<file path="src/rtl/vector_sequencer_pkg.sv">
// Shared definitions for the vector sequencer: FSM state encodings and
// default sweep geometry.
package vector_sequencer_pkg;

  typedef enum logic [1:0] {
    IDLE  = 2'b00,
    DRIVE = 2'b01,
    DONE  = 2'b10
  } state_t;

  localparam int DEF_N    = 4;
  localparam int DEF_HOLD = 10;

endpackage

</file>
<file path="src/rtl/vector_sequencer_mod_counter.sv">
// Modulo-MOD counter with synchronous clear and enable; tc flags the final
// count so the caller knows a window is ending.
module mod_counter #(
  parameter int MOD = 2
) (
  input  logic clk,
  input  logic rst,
  input  logic clear,
  input  logic enable,
  output logic tc
);

  localparam int W = (MOD > 1) ? $clog2(MOD) : 1;

  logic [W-1:0] count;

  assign tc = (count == W'(MOD - 1));

  always_ff @(posedge clk) begin
    if (rst || clear) begin
      count <= '0;
    end else if (enable) begin
      count <= tc ? '0 : count + W'(1);
    end
  end

endmodule

</file>
<file path="src/rtl/vector_sequencer.sv">
// Sweeps an N-input vector through all 2^N codes, holding each HOLD cycles,
// and captures the downstream block's (f, g) pair at the end of every window.
module vector_sequencer
  import vector_sequencer_pkg::*;
#(
  parameter int N    = DEF_N,
  parameter int HOLD = DEF_HOLD
) (
  input  logic                 clk,
  input  logic                 rst,
  input  logic                 start,
  input  logic                 abort,
  input  logic                 f,
  input  logic                 g,
  output logic [N-1:0]         vec,
  output logic                 valid,
  output logic                 busy,
  output logic                 done,
  output logic [N-1:0]         idx,
  output logic [2*(1<<N)-1:0]  resp
);

  localparam int NV = 1 << N;

  state_t state, state_n;
  logic   tc;
  logic   accept;
  logic   sample;
  logic   last;

  // Hold counter runs only while driving; any other state or an abort parks it at 0.
  mod_counter #(.MOD(HOLD)) u_hold (
    .clk    (clk),
    .rst    (rst),
    .clear  ((state != DRIVE) || abort),
    .enable (state == DRIVE),
    .tc     (tc)
  );

  assign last   = (idx == N'(NV - 1));
  assign accept = (state == IDLE) && start && !abort;
  assign sample = (state == DRIVE) && !abort && tc;

  always_comb begin
    state_n = state;
    case (state)
      IDLE:    if (accept) state_n = DRIVE;
      DRIVE: begin
        if (abort)              state_n = IDLE;
        else if (tc && last)    state_n = DONE;
      end
      DONE:    state_n = IDLE;
      default: state_n = IDLE;
    endcase
  end

  // Status outputs are registered from the next state so they line up with vec.
  always_ff @(posedge clk) begin
    if (rst) begin
      state <= IDLE;
      valid <= 1'b0;
      busy  <= 1'b0;
      done  <= 1'b0;
    end else begin
      state <= state_n;
      valid <= (state_n == DRIVE);
      busy  <= (state_n == DRIVE);
      done  <= (state_n == DONE);
    end
  end

  always_ff @(posedge clk) begin
    if (rst || state_n != DRIVE) begin
      idx <= '0;
      vec <= '0;
    end else if (accept) begin
      idx <= '0;
      vec <= '0;
    end else if (sample && !last) begin
      idx <= idx + N'(1);
      vec <= idx + N'(1);
    end
  end

  // resp survives aborts and completion; only a new sweep or reset wipes it.
  always_ff @(posedge clk) begin
    if (rst || accept) begin
      resp <= '0;
    end else if (sample) begin
      resp[2*int'(idx) +: 2] <= {f, g};
    end
  end

endmodule

</file>
<file path="config.mk">
export PLATFORM = sky130hd
export DESIGN_NAME = vector_sequencer
export DESIGN_NICKNAME = d
export VERILOG_FILES = /design/src/rtl/vector_sequencer_pkg.sv /design/src/rtl/vector_sequencer_mod_counter.sv /design/src/rtl/vector_sequencer.sv
export SDC_FILE = /design/constraint.sdc
export NUM_CORES = 1
export LEC_CHECK = 0
export CAP_MARGIN = 40
export CORE_MARGIN = 2
export CORE_UTILIZATION = 45
export DETAILED_ROUTE_END_ITERATION = 8
export GPL_ROUTABILITY_DRIVEN = 0
export MAX_ROUTING_LAYER = met4
export PLACE_DENSITY = 0.74
export SLEW_MARGIN = 20
export SYNTH_ARGS = -nofsm -noshare
export SYNTH_HDL_FRONTEND = slang
export SYNTH_SLANG_ARGS = --single-unit
</file>
<file path="constraint.sdc">
create_clock -name clk -period 2.9 [get_ports clk]
set_input_delay 0.58 -clock clk [delete_from_list [all_inputs] [get_ports clk]]
set_output_delay 0.58 -clock clk [all_outputs]
set_load 0.03 [all_outputs]
</file>
# Yosys cells after proc, flatten, opt, wreduce, memory -nomap -nowiden
# Index checks and enable logic that the tools add are counted.
[op_classes]
eq_ne = 7
n_reduce_logical = 14
n_div = 0
n_mul = 0
n_bitwise = 0
muxes = 6
magnitude_cmp = 0
addsub = 3
shift = 2
[ops]
columns = ["op", "n"]
rows = [
  ["negator 5 -> 33 bit", 1],
  ["variable shift 2 x 33 -> 32 bit (first input constant)", 1],
  ["indexed part select 2 x 33 -> 32 bit", 1],
  ["bitwise mux 32 bit", 1],
  ["adder 4 x 1 -> 4 bit (second input constant)", 2],
  ["equality test 4 bit (second input constant)", 2],
  ["logical AND 1 bit", 6],
  ["2-to-1 mux 2 bit", 3],
  ["equality test 2 x 1 -> 1 bit (second input constant)", 2],
  ["logical OR 1 bit", 4],
  ["2-to-1 mux 4 bit", 1],
  ["inequality test 2 x 1 -> 1 bit (second input constant)", 2],
  ["one-hot mux 2 bit (2 select lines)", 1],
  ["equality test 2 bit (second input constant)", 1],
  ["logical NOT 1 bit", 2],
  ["logical NOT 2 bit", 1],
  ["OR reduction 2 bit", 1],
]
[word_totals]
latch_bits = 0
memories = 0
mem_bits_rw = 0
out_inout_bits = 43
mem_bits_ro = 0
ff_bits = 44

# Longest topological paths before layout
[logic_depth]
word_depth = 8
mapped_depth = 8
ltp_nobuf = 6

# Modules after synthesis
# From an unflattened synthesis, not the netlist that was laid out.
[hier_totals]
hier_cells = 224
hier_area_um2 = 2080.7
[by_module_without_submodules]
columns = ["module", "instances", "cells_each", "area_per_inst_um2"]
rows = [
  ["vector_sequencer", 1, 203, 1884.3],
  ["mod_counter", 1, 21, 196.4],
]

# Worst setup path after synthesis
# No wires, ideal clock.
[synth_timing]
path_kind = "register to register"
startpoint = "register idx[0]"
endpoint = "register resp[14]"
required_time_ns = 2.777
arrival_ns = 2.139
stages_incl_launch_ff = 8
path_slack_ns = 0.638
setup_time_ns = 0.123
path_buffers = 1
synth_period_minus_slack_ns = 2.262
cell_sequence = "dfxtp_1 buf_2 nor3_1 ha_1 inv_1 a2111oi_2 nand2_1 mux2i_1"
[synth_between]
elab_chain_len = 3
word_cells_on_any_way = 4
classes_between = "add/sub (1); shift (2); mux (1)"
[synth_rtl]
columns = ["item", "line", "text"]
rows = [
  ["from (decl)", "vector_sequencer.sv:19", "output logic [N-1:0] idx,"],
  ["from (signal assigned)", "vector_sequencer.sv:80", "idx <= idx + N'(1);"],
  ["negator 5 -> 33 bit *", "vector_sequencer.sv:90", "resp[2*int'(idx) +: 2] <= {f, g};"],
  ["indexed part select 2 x 33 -> 32 bit / variable shift 2 x 33 -> 32 bit (equally long branches)", "vector_sequencer.sv:90", ""],
  ["bitwise mux 32 bit *", "vector_sequencer.sv:90", ""],
  ["to (signal, indexed assignment)", "vector_sequencer.sv:90", ""],
  ["to (decl)", "vector_sequencer.sv:20", "output logic [2*(1<<N)-1:0] resp"],
]
# Mark *: on every way between the ends. The rest lies on a longest branch, timed or not.
# A chain may end at the register's enable or synchronous reset.

# Final worst setup path
[layout_timing]
startpoint = "register idx[0]"
endpoint = "register resp[10]"
# The elaborated chain is that of the path after synthesis.

==> results.py <==
metrics = {
    "synthesis": {
        "synth.ff_latch_count": 44,
        "synth.yosys.warnings": 0,
        "syn_nets": 227,
        "netlist_instances": 215,
        "synth_seq_area_share": 0.4400,
        "syn_area_mm2": 0.002002,
        "avgSynthCellArea_um2": 9.311,
        "synth_flop_cell": "dfxtp_1",
        "synth_edf_count": 0,
        "async_reset_ff_frac": 0,
        "synthDistinctLibCells": 33,
    },
    "timing": {
        "tightest_slew_ns": 0.6149,
        "relSlewSlack": 0.5897,
        "fin_crit_ns": 2.299,
        "period_share": 0.7928,
        "setup_viol": 0,
        "whs_ns": 0.4635,
        "slew_viol_final": 0,
        "fmax_mhz": 434.9,
        "skew_ns": 0.004224,
        "rsz0062_at_grt": "false",
        "hold_viol": 0,
        "fin_setup_tns_ns": 0,
    },
    "worst_setup_path": {
        "crit_path_end_kind": "register",
        "reg2reg_slack_ns": 0.60,
        "crit_arrival_ns": 2.48,
        "path_class": "reg -> reg",
        "cp_max_fo": 15,
        "timing.rr.start": "idx[0]$_SDFFE_PP0P_",
        "rr_worst_depth": 6,
        "cp-start-kind": "register",
        "critPathRequiredTime_ns": 3.08,
        "r2r-end": "resp[10]$_SDFFE_PP0P_",
        "crit_path_start": "idx[0]$_SDFFE_PP0P_",
    },
    "layout": {
        "finalCoreUtilization": 0.6181,
        "final_area_mm2": 0.002673,
        "drive_gt1_frac": 0.1007,
        "fin_nets": 279,
        "n_fill_cell": 382,
        "diodes": 0,
        "syn_to_final_growth_pct": 33.50,
    },
    "outcome": {
        "outcome": "finished clean",
    },
    "clock_tree": {
        "hold_buffers": 0,
        "clk_latency_ns": 0.30,
        "cts_made_buffers": 5,
        "post_cts_resized": 0,
        "post_cts_buffers": 0,
        "htreeDepth": 2,
        "clkTransAtPathRegs_ns": 0.09,
        "cts_tree": "done",
        "clock_path_buffers": 2,
        "clkSinkCount": 44,
        "root_buffer": "clkbuf_8",
    },
    "grt": {
        "grt_max_degree": 16,
        "grt.overflow.total": 0,
        "grt_pass1_vias": 1566,
        "antenna_found_initial": 0,
        "grt_pass1_wl_um": 7238,
        "grt.total_usage": 0.1869,
    },
    "floorplanning": {
        "io_pins": 49,
        "start_util": 0.4630,
        "die_height_um": 70.70,
        "num_rows": 24,
        "die_area_mm2": 0.004998,
        "die_w_um": 70.70,
        "coreArea_mm2": 0.004324,
    },
    "hold_path": {
        "min_to": "resp[22]$_SDFFE_PP0P_",
        "hold_class": "reg -> reg",
        "holdCritStartpoint": "resp[22]$_SDFFE_PP0P_",
        "whs_path_depth": 2,
    },
    "run": {
        "max_cap_viol_count": 0,
    },
    "route": {
        "drt-pass1-iter-count": 4,
        "initialDrtViolationCount": 103,
        "vias": 1657,
        "finalWirelength_um": 4263,
        "drc_errors": 0,
        "drtAntennaViolNets": 0,
        "via_per_inst": 5.178,
        "wl_per_cell_um": 13.32,
    },
    "power_and_ir_drop": {
        "vdd_drop_max_uv": 273.5,
        "power.density_mw_per_mm2": 421.8,
        "p_leak_nw": 1.102,
        "p_total_mw": 1.127,
    },
    "placed_design": {
        "dpl_cell_area_mm2": 0.002556,
        "hpwl_um": 3188,
        "port_buffers": 48,
    },
}
-- report_power, final --
part | internal, mW | switching (mW) | leakage [nW]
registers | 0.605 | 0.00147 | 0.355
logic | 0.0177 | 0.0239 | 0.689
clock network | 0.259 | 0.220 | 0.0583
total | 0.882 | 0.245 | 1.10
-- worst max-delay path, cell delays in order, from the launching register on --
cell       delay [ns]
dfxtp_1          0.63
nor3_1           0.15
ha_1             0.46
inv_1            0.14
a2111oi_2        0.49
nand2_1          0.17
mux2i_1          0.15
-- cells by family (layout without fill, tap and decap cells) --
| group | after synthesis | count (layout) | share of synthesized area |
|---|---|---|---|
| AND/OR/NAND/NOR | 100 | 100 | 0.2544 |
| flip-flops | 44 | 44 | 0.4400 |
| XOR/XNOR | 3 | 3 | 0.01313 |
| multiplexers | 33 | 33 | 0.1650 |
| adder cells (fa/ha/maj) | 6 | 6 | 0.03750 |
| AO/OA/AOI/OAI | 10 | 10 | 0.04250 |
| buffers and inverters | 19 | 72 | 0.04750 |
-- layout make-up --
class | count | area (um^2) | area share
repair buffers | 59 | 563.0 | 0.2107
clock inverters | 3 | 47.55 | 0.01779
clock buffers | 5 | 68.82 | 0.02575
multi-input cells | 152 | 1028 | 0.3848
inverters | 5 | 18.77 | 0.007022
well taps | 52 | 65.06 | 0.02434
flip-flops and latches | 44 | 880.8 | 0.3296
-- synthesized netlist by cell type, types with 2 or more instances --
cell type	n	share of area
dfxtp_1	44	0.44
nand3_1	3	0.0075
nand2_1	57	0.11
nand4_1	5	0.016
buf_2	4	0.010
clkbuf_1	5	0.0094
nand4b_1	2	0.0088
o21ai_0	2	0.0050
mux2i_1	33	0.17
ha_1	6	0.037
buf_4	5	0.019
a21oi_1	5	0.012
nor2_1	12	0.022
and3_1	2	0.0062
nor4_1	5	0.016
xor2_1	2	0.0088
inv_1	5	0.0094
nor4_4	2	0.021
nor3_1	2	0.0050
-- cell usage in the layout, fill, tap and decap left out --
| cell | Yosys | layout |
|---|---|---|
| ha_1 | 6 | 6 |
| nand2b_1 | 1 | 1 |
| nand4bb_1 | 1 | 1 |
| and4bb_2 | 1 | 1 |
| a22oi_1 | 1 | 1 |
| clkinv_4 | 0 | 2 |
| bufinv_16 | 0 | 1 |
| or2_1 | 1 | 1 |
| a2111oi_2 | 1 | 1 |
| nand3_1 | 3 | 3 |
| and3b_1 | 1 | 1 |
| nand2_1 | 57 | 57 |
| nor3_1 | 2 | 2 |
| nor4_1 | 5 | 5 |
| nor2_1 | 12 | 11 |
| and2_1 | 1 | 1 |
| nand3b_1 | 1 | 1 |
| clkbuf_8 | 0 | 5 |
| xnor2_1 | 1 | 1 |
| dfxtp_1 | 44 | 44 |
| nor2_2 | 0 | 1 |
| nor4_4 | 2 | 2 |
| nor4b_1 | 1 | 1 |
| mux2i_1 | 33 | 33 |
| clkdlybuf4s50_1 | 0 | 48 |
| a21oi_1 | 5 | 5 |
| or3b_4 | 1 | 1 |
| buf_4 | 5 | 11 |
| o21ai_0 | 2 | 2 |
| nand4_1 | 5 | 5 |
| or4_4 | 1 | 1 |
| and3_1 | 2 | 2 |
| xor2_1 | 2 | 2 |
| inv_1 | 5 | 5 |
| a2111oi_4 | 1 | 1 |
| nand4b_1 | 2 | 2 |
-- registers in the layout, indices dropped and copies added (netlist names) --
signal and cells:
idx 4, done 1, state 2, busy 1
resp 32, u_hold.count 4
-- how the worst max path moves through the flow --
stage | endpoint | slack (ns) | depth (start not counted)
after floorplan | resp[14]$_SDFFE_PP0P_ | 0.64 | 7
after global placement | resp[11]$_SDFFE_PP0P_ | 0.51 | 5
after detailed placement | resp[25]$_SDFFE_PP0P_ | 0.49 | 5
after CTS | resp[15]$_SDFFE_PP0P_ | 0.59 | 6
after global routing | resp[15]$_SDFFE_PP0P_ | 0.41 | 6
final | resp[10]$_SDFFE_PP0P_ | 0.60 | 6
-- routing by layer --
layer	GRT usage	vias to the layer above	part of all wire
li1	-	841	-
met1	0.2266	777	0.46
met2	0.3032	35	0.48
met3	0.04986	4	0.041
met4	0.06080	0	0.010
met5	-	-	0
-- per-stage QoR --
stage / worst slack (ns) / std cells
after detailed placement: 0.4880 / 312
final: 0.6008 / 320
after global routing: 0.4137 / 320
after global placement: 0.5087 / 312
after floorplan: 0.6381 / 215
after CTS: 0.5901 / 320
No activity file was read; power rests on OpenSTA's default activity.
==> variant: new RTL, same flow settings <==
Encoding of `state_t`: now one-hot (3 bits for 3 states).
--- a/src/rtl/vector_sequencer_pkg.sv
+++ b/src/rtl/vector_sequencer_pkg.sv
@@ -2,10 +2,10 @@
 // default sweep geometry.
 package vector_sequencer_pkg;
 
-  typedef enum logic [1:0] {
-    IDLE  = 2'b00,
-    DRIVE = 2'b01,
-    DONE  = 2'b10
+  typedef enum logic [2:0] {
+    IDLE  = 3'b001,
+    DRIVE = 3'b010,
+    DONE  = 3'b100
   } state_t;
 
   localparam int DEF_N    = 4;
Formal check against the unedited RTL: no difference found for any inputs over 10 cycles, from zero or initial values and one cycle with rst high; not proved beyond that.
==> variant against the original RTL <==
  * Cell area barely moved
  * First-iteration DRC count fell by 11%
  * Sequential cell count rose by 1
  * Largest power group unchanged
  * Area after synthesis rose by 4.7%
  * Setup slack improved by 84 ps
  * Routed wire length rose by 2.7%
  * Utilization fell by 1.3 points
  * Sequential power rose by 2%
  * Total power fell by 10%
==> variant: results (changes against the original RTL) <==
grt_pass1_wl_mm: 7.51  # +3.7%
place_hpwl_mm: 3.21  # +0.60%
synth_area_leaders: "dfxtp_1 (43%), mux2i_1 (13%), nand2_1 (5.7%)"
multi_input_cells: 163  # +7.2%
seq_area_um2: 901  # +2.3%
swShare: 0.216  # -0.00155
path_delay_family: "buffers and inverters"
slowest_stage: "clkdlybuf4s50_1"
wl_met1_mm: 2.20  # +11%
grt_pass1_vias: 1657  # +5.8%
synth_nets: 239  # +5.3%
layout-drive-gt1-share: 0.0627  # -0.0380
p_leak_nw: 0.955  # -13%
powerSeq_mw: 0.622  # +2%
grt_max_degree: 39  # +23
path_max_fanout: 12  # -3
placed_cell_area_um2: 2600  # +1.6%
wl_met3_um: 154  # -12%
clk_share: 0.0276  # -0.0159
tightestPinTransition_ps: 581  # -33.9 ps
multi_input_comb_area_um2: 1100  # +6.8%
n_all_buffers: 53  # -10%
drt_iter0_drc: 92  # -11%
post_cts_resized: 0  # unchanged
vdd_drop_max_uv: 320  # +17%
slowest_delay_ps: 760  # +130 ps
synth_common_cells: "dfxtp_1 (45), nand2_1 (32), mux2i_1 (28)"
clock_skew_ps: 5.42  # +1.20 ps
p_clk_frac: 0.348  # -0.077
synth-seq-area-share: 0.430  # -0.0104
grt_use_met1: 0.247  # +0.0208
fin_nets: 283  # +1.4%
power_mw: 1.01  # -10%
wl_met2_mm: 1.96  # -5.0%
arrival_ps: 1630  # -850 ps
grtUsageMet2: 0.276  # -0.0270
largestRegisters: "resp: 32 flops, idx: 4 flops, u_hold.count: 4 flops"
status: "completed"
area_growth_pct: 27.4
design.seq.count: 45  # +2.3%
inverters: 4  # -1
pre_cts_ws_ps: 498  # +9.88 ps
via_per_inst: 5.34  # +3.2%
use_met3: 0.0389  # -0.0110
wl_per_cell_um: 13.5  # +1.7%
dominantRegCellSynth: "dfxtp_1"
[variant: kinds of logic after synthesis]
| family | Yosys count | synth area share |
|---|---|---|
| xor+xnor | 5 | 0.0209 |
| fa+ha+maj | 5 | 0.0298 |
| compound gates | 24 | 0.0764 |
| flops | 45 | 0.430 |
| mux | 28 | 0.134 |
| buf+inv | 20 | 0.0483 |
| simple gates | 101 | 0.261 |
[variant: final timing paths]
kind | depth (start not counted) | start | end | slack [ps]
worst min-delay path | 1 | u_hold.count[0] | u_hold.count[0] | 460
worst max register to register | 6 | idx[2] | resp[29] | 780
worst min register to register | 1 | u_hold.count[0] | u_hold.count[0] | 460
worst max-delay path | 1 | idx[2] | vec[2] | 690
[variant: stage by stage]
step,std cells,util
floorplan,228,-
global placement,317,0.588
detailed placement,317,0.588
CTS,323,0.605
global route,323,0.605
finish,323,0.605
